File: src/rtl/vga_pkg.sv
// Shared raster constants for the 1024x768@60 display path.
// Drawing stages import this package as well as the timing generator.
package vga_pkg;

   localparam int   CNT_W       = 16;
   localparam int   CELL_W      = 6;

   localparam int   H_ACTIVE    = 1024;
   localparam int   H_FP        = 24;
   localparam int   H_SYNC      = 136;
   localparam int   H_BP        = 160;
   localparam int   H_TOTAL     = H_ACTIVE + H_FP + H_SYNC + H_BP;

   localparam int   V_ACTIVE    = 768;
   localparam int   V_FP        = 3;
   localparam int   V_SYNC      = 6;
   localparam int   V_BP        = 29;
   localparam int   V_TOTAL     = V_ACTIVE + V_FP + V_SYNC + V_BP;

   localparam logic SYNC_ACTIVE = 1'b0;

   localparam int   CELL_SHIFT  = 5;
   localparam int   GRID_COLS   = H_ACTIVE >> CELL_SHIFT;
   localparam int   GRID_ROWS   = V_ACTIVE >> CELL_SHIFT;

endpackage

File: src/rtl/vga_axis_counter.sv
// One raster axis: wrapping counter plus sync/blank decodes.
// Decodes are taken from the next count so they register in step with it.
module vga_axis_counter
   import vga_pkg::*;
#(
   parameter int   ACTIVE      = H_ACTIVE,
   parameter int   FP          = H_FP,
   parameter int   SYNC        = H_SYNC,
   parameter int   BP          = H_BP,
   parameter logic SYNC_ACTIVE = 1'b0
) (
   input  logic             i_clk,
   input  logic             i_rst_n,
   input  logic             i_en,
   output logic [CNT_W-1:0] o_count,
   output logic [CNT_W-1:0] o_next,
   output logic             o_wrap,
   output logic             o_sync,
   output logic             o_blank
);

   localparam int               TOTAL   = ACTIVE + FP + SYNC + BP;
   localparam logic [CNT_W-1:0] LAST    = CNT_W'(TOTAL - 1);
   localparam logic [CNT_W-1:0] SYNC_LO = CNT_W'(ACTIVE + FP);
   localparam logic [CNT_W-1:0] SYNC_HI = CNT_W'(ACTIVE + FP + SYNC - 1);
   localparam logic [CNT_W-1:0] ACT     = CNT_W'(ACTIVE);

   logic [CNT_W-1:0] r_count;
   logic             r_sync;
   logic             r_blank;

   logic [CNT_W-1:0] w_next;
   logic             w_wrap;
   logic             w_sync_nxt;
   logic             w_blank_nxt;

   // Next count (hold when disabled, wrap after TOTAL-1) and its decodes
   always_comb begin
      w_wrap = i_en && (r_count == LAST);
      if (!i_en)
         w_next = r_count;
      else if (w_wrap)
         w_next = '0;
      else
         w_next = r_count + CNT_W'(1);
      w_sync_nxt  = ((w_next >= SYNC_LO) && (w_next <= SYNC_HI)) ? SYNC_ACTIVE : ~SYNC_ACTIVE;
      w_blank_nxt = (w_next >= ACT);
   end

   // Register count and decodes together so they never skew
   always_ff @(posedge i_clk or negedge i_rst_n) begin
      if (!i_rst_n) begin
         r_count <= '0;
         r_sync  <= ~SYNC_ACTIVE;
         r_blank <= 1'b0;
      end else begin
         r_count <= w_next;
         r_sync  <= w_sync_nxt;
         r_blank <= w_blank_nxt;
      end
   end

   assign o_count = r_count;
   assign o_next  = w_next;
   assign o_wrap  = w_wrap;
   assign o_sync  = r_sync;
   assign o_blank = r_blank;

endmodule

File: src/rtl/vga_timing_gen.sv
// Free-running VGA raster timing source. Every output is registered from
// the same next-pixel values, so all of them describe one pixel per cycle.
module vga_timing_gen #(
   parameter int   H_ACTIVE    = vga_pkg::H_ACTIVE,
   parameter int   H_FP        = vga_pkg::H_FP,
   parameter int   H_SYNC      = vga_pkg::H_SYNC,
   parameter int   H_BP        = vga_pkg::H_BP,
   parameter int   V_ACTIVE    = vga_pkg::V_ACTIVE,
   parameter int   V_FP        = vga_pkg::V_FP,
   parameter int   V_SYNC      = vga_pkg::V_SYNC,
   parameter int   V_BP        = vga_pkg::V_BP,
   parameter logic SYNC_ACTIVE = vga_pkg::SYNC_ACTIVE,
   parameter int   CELL_SHIFT  = vga_pkg::CELL_SHIFT
) (
   input  logic                       clk,
   input  logic                       rst_n,
   output logic [vga_pkg::CNT_W-1:0]  hcount_out,
   output logic [vga_pkg::CNT_W-1:0]  vcount_out,
   output logic                       hsync_out,
   output logic                       vsync_out,
   output logic                       hblnk_out,
   output logic                       vblnk_out,
   output logic [vga_pkg::CELL_W-1:0] cell_x_out,
   output logic [vga_pkg::CELL_W-1:0] cell_y_out,
   output logic                       frame_tick_out
);

   import vga_pkg::*;

   localparam logic [CNT_W-1:0] V_TICK = CNT_W'(V_ACTIVE);

   logic [CNT_W-1:0]  w_h_next;
   logic [CNT_W-1:0]  w_v_next;
   logic              w_h_wrap;
   logic              w_v_wrap;
   logic              w_tick_nxt;

   logic [CELL_W-1:0] r_cell_x;
   logic [CELL_W-1:0] r_cell_y;
   logic              r_frame_tick;

   vga_axis_counter #(
      .ACTIVE      (H_ACTIVE),
      .FP          (H_FP),
      .SYNC        (H_SYNC),
      .BP          (H_BP),
      .SYNC_ACTIVE (SYNC_ACTIVE)
   ) u_h_axis (
      .i_clk   (clk),
      .i_rst_n (rst_n),
      .i_en    (1'b1),
      .o_count (hcount_out),
      .o_next  (w_h_next),
      .o_wrap  (w_h_wrap),
      .o_sync  (hsync_out),
      .o_blank (hblnk_out)
   );

   // Vertical axis advances once per line, on the horizontal wrap
   vga_axis_counter #(
      .ACTIVE      (V_ACTIVE),
      .FP          (V_FP),
      .SYNC        (V_SYNC),
      .BP          (V_BP),
      .SYNC_ACTIVE (SYNC_ACTIVE)
   ) u_v_axis (
      .i_clk   (clk),
      .i_rst_n (rst_n),
      .i_en    (w_h_wrap),
      .o_count (vcount_out),
      .o_next  (w_v_next),
      .o_wrap  (w_v_wrap),
      .o_sync  (vsync_out),
      .o_blank (vblnk_out)
   );

   // Tick on the first pixel of vertical blank; excluding the frame wrap
   // keeps it from firing at (0,0) in a degenerate V_ACTIVE=0 build
   assign w_tick_nxt = (w_h_next == '0) && (w_v_next == V_TICK) && !w_v_wrap;

   // Cell indices and frame tick registered alongside the counters
   always_ff @(posedge clk or negedge rst_n) begin
      if (!rst_n) begin
         r_cell_x     <= '0;
         r_cell_y     <= '0;
         r_frame_tick <= 1'b0;
      end else begin
         r_cell_x     <= CELL_W'(w_h_next >> CELL_SHIFT);
         r_cell_y     <= CELL_W'(w_v_next >> CELL_SHIFT);
         r_frame_tick <= w_tick_nxt;
      end
   end

   assign cell_x_out     = r_cell_x;
   assign cell_y_out     = r_cell_y;
   assign frame_tick_out = r_frame_tick;

endmodule
File: config.mk
export PLATFORM = sky130hd
export DESIGN_NAME = vga_timing_gen
export DESIGN_NICKNAME = d
export VERILOG_FILES = /design/src/rtl/vga_pkg.sv /design/src/rtl/vga_axis_counter.sv /design/src/rtl/vga_timing_gen.sv
export SDC_FILE = /design/constraint.sdc
export NUM_CORES = 1
export LEC_CHECK = 0
export BUFFER_PORTS_ARGS = -buffer_cell sky130_fd_sc_hd__buf_2
export CAP_MARGIN = 30
export CELL_PAD_IN_SITES_DETAIL_PLACEMENT = 1
export CELL_PAD_IN_SITES_GLOBAL_PLACEMENT = 1
export CORE_UTILIZATION = 30
export DETAILED_ROUTE_END_ITERATION = 8
export GPL_TIMING_DRIVEN = 0
export PLACE_DENSITY_LB_ADDON = 0.1
export SLEW_MARGIN = 30
export SYNTH_ARGS = -nofsm -noshare
export SYNTH_HDL_FRONTEND = slang
export SYNTH_SLANG_ARGS = --single-unit
File: constraint.sdc
create_clock -name clk -period 2.5 [get_ports clk]
set_clock_uncertainty 0.05 [all_clocks]
set_input_delay 0.75 -clock clk [delete_from_list [all_inputs] [get_ports clk]]
set_output_delay 0.75 -clock clk [all_outputs]
set_load 0.01 [all_outputs]
[Word level (Yosys, flattened, before mapping)]
Index checks and enable logic that the tools add are counted.
Cells by class
  magnitude comparators: 6
  multiplexer cells: 5
  reductions and logical operators: 7
  add/sub/neg operators: 2
  equality and inequality tests: 3
Operators with widths (number)
  16-bit two-way mux: 3
  16-bit by 1-bit adder with 16-bit output, second input constant: 2
  16-bit by 10-bit equality test with 1-bit output, second input constant: 2
  16-bit by 10-bit >= comparator with 1-bit output, second input constant: 2
  16-bit by 11-bit >= comparator with 1-bit output, second input constant: 2
  16-bit by 11-bit equality test with 1-bit output, second input constant: 1
  16-bit by 10-bit <= comparator with 1-bit output, second input constant: 1
  16-bit by 11-bit <= comparator with 1-bit output, second input constant: 1
  16-bit logical NOT: 1
  1-bit logical AND: 5
  1-bit two-way mux: 2
  1-bit logical NOT: 1
Storage, ports and cells
  bits of input ports: 2
  output and inout bits: 49
  register bits after elaboration: 49

[Longest topological paths before layout]
Gate-level depths: netlist (run 1).
  word-level depth: 7
  depth in mapped cells: 10

[By module]
A second synthesis (run 1) with hierarchy kept.
Second synthesis, totals
  cell total of the unflattened synthesis: 251
  area total of the unflattened synthesis: 2696.3 um^2
Modules (own cells, without submodules)
  vga_axis_counter at u_v_axis: area each 1227.4 um^2, times used 1, cells each 123, seq. area each 451.7 um^2
  vga_axis_counter at u_h_axis: area each 1053.5 um^2, times used 1, cells each 101, seq. area each 451.7 um^2
  vga_timing_gen: area each 415.4 um^2, times used 1, cells each 27, seq. area each 325.3 um^2

[Worst setup path after synthesis (run 1)]
OpenSTA, ideal clock, no wires.
  path type: register -> register
  start point: register u_h_axis.r_count[0], in the netlist u_h_axis.o_count[0]
  end point: register r_frame_tick, in the netlist frame_tick_out
  period minus slack after synthesis: 2513 ps
  data arrival time: 2367 ps
  setup slack: -13 ps
  stages on the path, launching flop included: 10
  path through: dfrtp_1 -> ha_1 -> nand3_1 -> or3_1 -> or2_1 -> clkbuf_1 -> nor4_1 -> xnor2_1 -> nand4_1 -> nor4_2
Between the ends
  word-level cells in the longest chain between the ends: 7
  elaborated cells between the ends (all ways): 11
  those cells by class: add/sub: 1; eq/ne: 2; mux: 3; reduce/logical: 5
Ends and longest elaborated chain
  start, declared: line vga_axis_counter.sv:28  | logic [CNT_W-1:0] r_count;
  start signal, assigned: line vga_axis_counter.sv:57  | r_count <= w_next;
  branches (longest 6 deep; another with 16-bit by 1-bit adder with 16-bit output)
  1-bit logical AND *: line vga_timing_gen.sv:79  | assign w_tick_nxt = (w_h_next == '0) && (w_v_next == V_TICK) && !w_v_wrap;
  via w_tick_nxt: line vga_timing_gen.sv:36  | logic w_tick_nxt;
  end signal, assigned: line vga_timing_gen.sv:90  | r_frame_tick <= w_tick_nxt;
  end, declared: line vga_timing_gen.sv:40  | logic r_frame_tick;
Mark *: on every way through the listed nets, which the timed path passes.

[Final worst setup path (run 1)]
  start point: register u_v_axis.r_count[0], in the netlist u_v_axis.o_count[0]
  end point: register u_v_axis.r_sync, in the netlist u_v_axis.o_sync
Between the ends
  word-level cells in the longest chain between the ends: 7
  elaborated cells between the ends (all ways): 9
  those cells by class: add/sub: 1; order compare: 2; eq/ne: 1; mux: 3; reduce/logical: 2
Ends and longest elaborated chain
  start, declared: line vga_axis_counter.sv:28
  start signal, assigned: line vga_axis_counter.sv:57
  branches (longest 2 deep; another with 16-bit by 1-bit adder with 16-bit output)
  16-bit two-way mux *: line vga_axis_counter.sv:42  | else if (w_wrap)
  16-bit two-way mux *: line vga_axis_counter.sv:40  | if (!i_en)
  via u_v_axis.o_next[9]: line vga_axis_counter.sv:16  | output logic [CNT_W-1:0] o_next,
  16-bit by 10-bit >= comparator with 1-bit output or 16-bit by 10-bit <= comparator with 1-bit output (tied branches): line vga_axis_counter.sv:46  | w_sync_nxt = ((w_next >= SYNC_LO) && (w_next <= SYNC_HI)) ? SYNC_ACTIVE : ~SYNC_ACTIVE;
  1-bit logical AND *: line vga_axis_counter.sv:46
  1-bit two-way mux *: line vga_axis_counter.sv:46
  via u_v_axis.w_sync_nxt: line vga_axis_counter.sv:34  | logic w_sync_nxt;
  end signal, assigned: line vga_axis_counter.sv:54  | r_sync <= ~SYNC_ACTIVE;
  end signal, assigned: line vga_axis_counter.sv:58  | r_sync <= w_sync_nxt;
  end, declared: line vga_axis_counter.sv:29  | logic r_sync;
Marked as above.

==> key figures, run 1 <==
Clock tree
  • CTS tree: built
  • Number of CTS-inserted buffers: 5
  • Clock slew at reported path FFs: 0.08 ns
  • Root Buffer: clkbuf_8
  • Post-CTS Hold Fix Bufs: 0
  • CTS sink count: 37
  • H-tree depth: 2
  • Clock buffer depth: 2
  • Clock Latency Late Sink: 0.31 ns

Floorplan
  • Starting density of the core: 31.5%
  • Die X-Extent: 89.9 um
  • Num ports: 51
  • Die Footprint: 0.00809 sq mm
  • Die height: 89.9 um
  • Core ar.: 0.00737 sq mm
  • # rows: 31

Synth
  • Post-synth EDFFs: 0
  • Yosys cell types: 56
  • Syn_area_per_cell: 9.35 sq um
  • Synthesized area: 0.00232 sq mm
  • Async set-reset flop share out of synthesis: 100%
  • Syn Inst Count: 248
  • Synth Flop Type: dfrtp_1
  • Syn nets: 254
  • Yosys warnings: 0
  • Post-synthesis sequential area ratio: 40.0%
  • Synth Register Bits: 37

Detailed routing
  • Post-DRT Antenna Nets: 0
  • Post-route DRC: 0
  • Max Used Layer: met4
  • Pre-antenna DRT Iters: 6
  • Routed wl met3: 262 um
  • Wire length on met1: 3.48 mm
  • WL final: 6.74 mm
  • DR iter-0 viols: 86
  • Routed vias: 2060
  • Met2 routed WL: 2.93 mm
  • Drt wl/cell: 16.3 um
  • Average vias per placed instance: 4.96

GRT
  • First-pass GRT wire length: 11.1 mm
  • Largest net degree at the start of global routing: 38
  • GRT overflow: 0
  • Initial antenna violation count: 0
  • Vias in the first global route: 2096
  • GRT Resource Usage Total: 17.7%

Power and ir drop
  • Total chip power: 1.17 mW
  • Pwr Density: 381 mW/mm^2
  • LEAKAGE: 1.45 nW
  • Worst vdd ir: 0.236 mV

Timing
  • Worst Slack Setup Final: -0.0656 ns
  • Slew margin rel.: 63.9%
  • Final Cycle Share: 103%
  • F_max: 0.390 GHz
  • Final hold vios: 0
  • Min Tclk post-route: 2.57 ns
  • RSZ-0062 raised after global routing: yes
  • Setup Viol. Count Final: 1
  • Final Max Tran Viols: 0
  • Slew of the pin with the lowest slew margin: 0.537 ns

Critical path
  • Setup crit end kind: register
  • Cell Chain, Critical Path: ha_2 -> nor3b_4 -> and4_4 -> or4_2 -> o21ai_2 -> and4_1 -> nand4_1 -> or2_1
  • CP Launch Type: register
  • Delay-heaviest family, CP: simple AND/OR/NAND/NOR gates
  • Slowest stage delay, CP: 0.62 ns
  • Worst Path Buf+Inv: 0
  • Req. time, crit path: 2.68 ns
  • Setup CP Type: reg2reg
  • Critical Path Fanout Max: 10
  • CP max stage cell: or4_2
  • Worst EP arrival: 2.75 ns

Placement
  • DP HPWL: 4.83 mm
  • Worst slack, placed: -0.501 ns
  • Routability cong.: 0.823
  • IO buf count: 50
  • Cell total after placement: 397

Status
  • Violated checks: negative setup slack
  • Status: complete, but fails checks

Finish
  • Ant diodes: 0
  • Nets: 321
  • Layout cells sized above 1: 43.0%
  • P&R area growth vs syn: 32.8%
  • Layout Cells excl Fill: 415

Worst hold path
  • Worst Hold Class: in2async

Flow run
  • Max-cap violations: 0
cells in the final DEF (no fill, tap or decap), types with 3 or more instances in the layout:
master,netlist,layout
nand2b_1,4,4
nand3_1,16,15
buf_4,15,27
a21o_1,3,3
or3_1,5,5
mux2i_1,4,4
nand4_1,14,14
inv_1,11,11
dfrtp_1,35,27
buf_2,3,51
a21oi_1,5,5
dfrtp_2,0,8
nor2_1,17,17
nor3_2,0,3
xor2_1,7,7
nand2_1,20,20
xnor2_1,11,11
o31ai_1,3,3
clkbuf_8,1,7
nor4_1,6,3
o21ai_0,12,12
path summary, 6_finish.rpt:
check	depth (start not counted)	slack (ns)	startpoint	to
max	8	-0.07	u_v_axis.o_count[0]$_DFF_PN0_	u_v_axis.o_sync$_DFF_PN1_
min	1	0.35	rst_n	u_h_axis.o_count[12]$_DFF_PN0_
max reg2reg	8	-0.07	u_v_axis.o_count[0]$_DFF_PN0_	u_v_axis.o_sync$_DFF_PN1_
min reg2reg	1	0.53	u_h_axis.o_count[2]$_DFF_PN0_	u_h_axis.o_count[2]$_DFF_PN0_
max in group asynchronous	1	1.68	rst_n	u_v_axis.o_count[10]$_DFF_PN0_
min in group clk	1	0.53	u_h_axis.o_count[2]$_DFF_PN0_	u_h_axis.o_count[2]$_DFF_PN0_
worst register-to-register path, stage by stage (launching register included):
cell     delay, ns
dfrtp_2       0.48
ha_2          0.23
nor3b_4       0.15
and4_4        0.19
or4_2         0.62
o21ai_2       0.10
and4_1        0.21
nand4_1       0.18
or2_1         0.27
cell type report:
cell class | instances | area [sq um]
multi-input combinational | 177 | 1340
fill | 882 | 4290
clock buffer | 6 | 82.6
clock inverter | 2 | 37.5
inverter | 11 | 41.3
sequential | 37 | 938
buffer | 21 | 171
timing repair buffer | 62 | 343
tap | 99 | 124
metal layers:
layer,track usage [%],vias to the layer above
met3,4.06,7
li1,-,1017
met1,25.5,998
met4,4.44,0
met5,0,-
met2,26.7,38
cells by family (layout without fill, tap and decap cells):
logic type | count (synthesis) | count (layout) | share of synthesized area, %
and+or+nand+nor | 111 | 111 | 28.0
AOI/OAI and AO/OA | 37 | 37 | 10.4
DFF | 37 | 37 | 40.0
buffers and inverters | 34 | 102 | 9.38
xor gates and xnor gates | 18 | 18 | 6.80
muxes | 7 | 7 | 3.18
adders and majority gates | 4 | 4 | 2.16
Yosys cell counts, types with 3 or more instances:
cell / instances / area share, %
buf_4: 15 / 4.9
nand3_1: 16 / 3.5
o31ai_1: 3 / 0.97
or3_1: 5 / 1.3
a21o_1: 3 / 0.97
ha_1: 4 / 2.2
xnor2_1: 11 / 4.2
nand2b_1: 4 / 1.1
dfrtp_1: 35 / 38
nor3_1: 6 / 1.3
a21oi_1: 5 / 1.1
o21ai_0: 12 / 2.6
xor2_1: 7 / 2.6
nand2_1: 20 / 3.2
nand4_1: 14 / 3.8
inv_1: 11 / 1.8
nor4_1: 6 / 1.6
nor2_1: 17 / 2.8
buf_2: 3 / 0.65
mux2i_1: 4 / 1.7
mux2_2: 3 / 1.5
report_power, final:
group	switching, mW	internal [mW]	total, mW
Combinational	0.0116	0.00105	0.0127
Clock	0.237	0.325	0.562
Sequential	0	0.598	0.598
through the flow:
stage | setup TNS (ns) | hold slack (ns) | utilization (%) | instance area [sq um]
after floorplan | 0 | 0.404 | - | 2330
after global placement | -1.29 | 0.464 | 36.6 | 2700
after detailed placement | -1.35 | 0.464 | 36.6 | 2700
after CTS | -0.208 | 0.542 | 40.2 | 2960
after global routing | -0.480 | 0.390 | 41.8 | 3080
final | -0.0656 | 0.352 | 41.8 | 3080
sequential cells by signal, indices dropped and copies added, names as in the netlist:
register	flops
u_v_axis.o_sync	1
frame_tick_out	1
u_h_axis.o_sync	1
u_v_axis.o_blank	1
u_v_axis.o_count	16
u_h_axis.o_blank	1
u_h_axis.o_count	16
timing repair:
action	in CTS	in global routing
pin swaps	11	9
buffers inserted	7	5
setup endpoints to repair	4	4
resized for setup	18	20
gates cloned	0	0
Power figures use the tool's default switching activity.
==> run 2, diff against run 1 <==
- CORE_UTILIZATION: 30 -> 37
==> key figures, run 2 (synthesis results as in run 1) <==
Timing
  • Worst hold slack: 0.355 ns (was 0.352 ns)
  • Slew margin rel.: 66.4% (was 63.9%)
  • Worst Slack Setup Final: -0.0929 ns (was -0.0656 ns)
  • Final hold vios: 0 (unchanged)
  • Setup Viol. Count Final: 2 (was 1)
  • Slew of the pin with the lowest slew margin: 0.500 ns (was 0.537 ns)
  • F_max: 0.386 GHz (was 0.390 GHz)
  • RSZ-0062 raised after global routing: yes (unchanged)
  • Final Max Tran Viols: 0 (unchanged)
  • Min Tclk post-route: 2.59 ns (was 2.57 ns)
  • Final Cycle Share: 104% (was 103%)

Critical path
  • CP Launch Point: u_v_axis.o_count[1]$_DFF_PN0_ (was u_v_axis.o_count[0]$_DFF_PN0_)
  • CP Launch Type: register (unchanged)
  • Reg2reg setup slack: -0.09 ns (was -0.07 ns)
  • Worst Path Buf+Inv: 2 (was 0)
  • Crit path to: u_v_axis.o_sync$_DFF_PN1_ (unchanged)
  • R2R Path Start: u_v_axis.o_count[1]$_DFF_PN0_ (was u_v_axis.o_count[0]$_DFF_PN0_)
  • Slowest stage delay, CP: 0.44 ns (was 0.62 ns)
  • Delay-heaviest family, CP: simple AND/OR/NAND/NOR gates (unchanged)
  • Worst EP arrival: 2.77 ns (was 2.75 ns)
  • Cell Chain, Critical Path: inv_2 -> ha_2 -> nor3b_4 -> and4_4 -> or3_1 -> clkbuf_4 -> o2bb2ai_1 -> nor4_4 -> nand4_1 -> or2_1 (was ha_2 -> nor3b_4 -> and4_4 -> or4_2 -> o21ai_2 -> and4_1 -> nand4_1 -> or2_1)
  • CP max stage cell: dfrtp_2 (was or4_2)
  • Reg-to-Reg End: u_v_axis.o_sync$_DFF_PN1_ (unchanged)
  • Req. time, crit path: 2.68 ns (about the same)
  • Setup crit end kind: register (unchanged)
  • Critical Path Fanout Max: 7 (was 10)
  • Worst reg-to-reg path cell count: 10 (was 8)
  • CP Depth: 10 (was 8)
  • Setup CP Type: reg2reg (unchanged)

Clock tree
  • CTS tree: built (unchanged)
  • Clock buffer depth: 2 (unchanged)
  • CTS sink count: 37 (unchanged)
  • Number of CTS-inserted buffers: 5 (unchanged)
  • H-tree depth: 2 (unchanged)
  • Clock slew at reported path FFs: 0.08 ns (about the same)
  • Root Buffer: clkbuf_8 (unchanged)
  • Clock Latency Late Sink: 0.30 ns (was 0.31 ns)

GRT
  • Met1 GRT Util: 34.4% (was 25.5%)
  • Met2 global-route usage: 35.0% (was 26.7%)
  • Largest net degree at the start of global routing: 38 (unchanged)
  • Vias in the first global route: 2130 (was 2096)
  • First-pass GRT wire length: 11.5 mm (was 11.1 mm)
  • Met3 Use GR: 4.94% (was 4.06%)
  • GRT Resource Usage Total: 23.7% (was 17.7%)
  • GRT overflow: 0 (unchanged)
  • Initial antenna violation count: 0 (unchanged)
  • Global routing's busiest layer: met2 (unchanged)

Detailed routing
  • Post-DRT Antenna Nets: 0 (unchanged)
  • WL final: 7.23 mm (was 6.74 mm)
  • Average vias per placed instance: 5.58 (was 4.96)
  • Drt wl/cell: 18.2 um (was 16.3 um)
  • DR iter-0 viols: 127 (was 86)
  • Pre-antenna DRT Iters: 4 (was 6)
  • Post-route DRC: 0 (unchanged)
  • Routed vias: 2214 (was 2060)

Floorplan
  • Core ar.: 0.00599 sq mm (was 0.00737 sq mm)
  • Num ports: 51 (unchanged)
  • Die X-Extent: 81.2 um (was 89.9 um)
  • Starting density of the core: 38.7% (was 31.5%)
  • Die Footprint: 0.00659 sq mm (was 0.00809 sq mm)
  • # rows: 28 (was 31)
  • Die height: 81.2 um (was 89.9 um)

Placement
  • IO buf count: 50 (unchanged)
  • Placed inst area: 0.00267 sq mm (was 0.00270 sq mm)
  • Routability cong.: 0.807 (was 0.823)
  • DP HPWL: 4.80 mm (was 4.83 mm)

Finish
  • P&R area growth vs syn: 33.5% (was 32.8%)
  • Ant diodes: 0 (unchanged)
  • Layout cells sized above 1: 42.5% (was 43.0%)
  • Commonest non-fill, non-tap cells in the layout: buf_2 (51), buf_4 (32), dfrtp_1 (29), nand2_1 (20), nor2_1 (17) (was buf_2 (51), buf_4 (27), dfrtp_1 (27), nand2_1 (20), nor2_1 (17))
  • Final instance area: 0.00310 sq mm (was 0.00308 sq mm)
  • Nets: 327 (was 321)
  • Commonest non-fill, non-tap cell in the layout: buf_2 (unchanged)

Power and ir drop
  • Int Power: 0.925 mW (was 0.924 mW)
  • LEAKAGE: 1.53 nW (was 1.45 nW)
  • Sequential Power Share: 51.5% (was 51.0%)
  • Comb pwr share: 1.1% (about the same)
  • Pwr Density: 375 mW/mm^2 (was 381 mW/mm^2)
  • Switching share of power: 20.4% (was 21.2%)
  • Clock share of power: 47.4% (was 47.9%)
  • Sw Pwr: 0.237 mW (was 0.249 mW)
  • Worst vdd ir: 0.226 mV (was 0.236 mV)

Status
  • Violated checks: negative setup slack (unchanged)
  • Status: complete, but fails checks (unchanged)

Flow run
  • Max-cap violations: 0 (unchanged)

Worst hold path
  • Worst Hold Class: in2async (unchanged)
[run 2: per-stage QoR]
stage | setup TNS, ns | utilization, % | worst slack [ns] | instances | power (mW)
2_1_floorplan | 0 | - | 0.00588 | 248 | 0.610
3_3_place_gp | -1.15 | 44.6 | -0.448 | 373 | 0.623
3_5_place_dp | -1.39 | 44.6 | -0.548 | 373 | 0.623
4_1_cts | -0.128 | 51.1 | -0.0751 | 397 | 1.17
5_1_grt | -0.640 | 51.7 | -0.234 | 397 | 1.20
6_report | -0.159 | 51.7 | -0.0929 | 397 | 1.16
[run 2: power by group through the flow]
stage                     Combinational (mW)  Clock, mW  Sequential [mW]
after floorplan                  0.000000539          0            0.610
after global placement                0.0131          0            0.610
after detailed placement              0.0132          0            0.610
after CTS                             0.0132      0.560            0.598
after global routing                  0.0155      0.590            0.598
final                                 0.0125      0.551            0.598
[run 2: routing by layer]
metal	wire length (um)	share of wire, %	vias up
li1	-	-	1029
met1	3500	48	1119
met2	3300	46	60
met3	336	4.7	6
met4	89	1.2	0
met5	0	0	-
[run 2: timing repair]
item | 4_1_cts | 5_1_grt
pin swaps | 15 | 0
gates cloned | 0 | 0
resized for setup | 32 | 8
buffers inserted | 18 | 1
hold buffers | 0 | 0
endpoints found under the setup margin | 5 | 4
[run 2: worst min path at each step]
| stage | endpoint | start | slack, ns |
|---|---|---|---|
| finish | u_h_axis.o_count[11]$_DFF_PN0_ | rst_n | 0.36 |
| global route | u_h_axis.o_count[11]$_DFF_PN0_ | rst_n | 0.39 |
| CTS | u_h_axis.o_count[11]$_DFF_PN0_ | rst_n | 0.53 |
| detailed placement | u_h_axis.o_count[0]$_DFF_PN0_ | u_h_axis.o_count[0]$_DFF_PN0_ | 0.48 |
| global placement | u_h_axis.o_count[0]$_DFF_PN0_ | u_h_axis.o_count[0]$_DFF_PN0_ | 0.46 |
| floorplan | frame_tick_out$_DFF_PN0_ | rst_n | 0.40 |
[run 2: worst reg2reg max path: cells and delay by family (launching register included)]
family,cells,cell delay [ns]
DFF,1,0.44
AOI/OAI and AO/OA,1,0.13
adders and majority gates,1,0.18
buffers and inverters,2,0.26
and+or+nand+nor,6,1.47
[run 2: layout make-up]
class                      instances  area (sq um)
tap                               75          93.8
buffer                            21           174
timing repair buffer              68           392
clock inverter                     1          30.0
clock buffer                       7          86.3
fill                             692          2890
sequential                        37           936
inverter                          11          41.3
multi-input combinational        177          1340
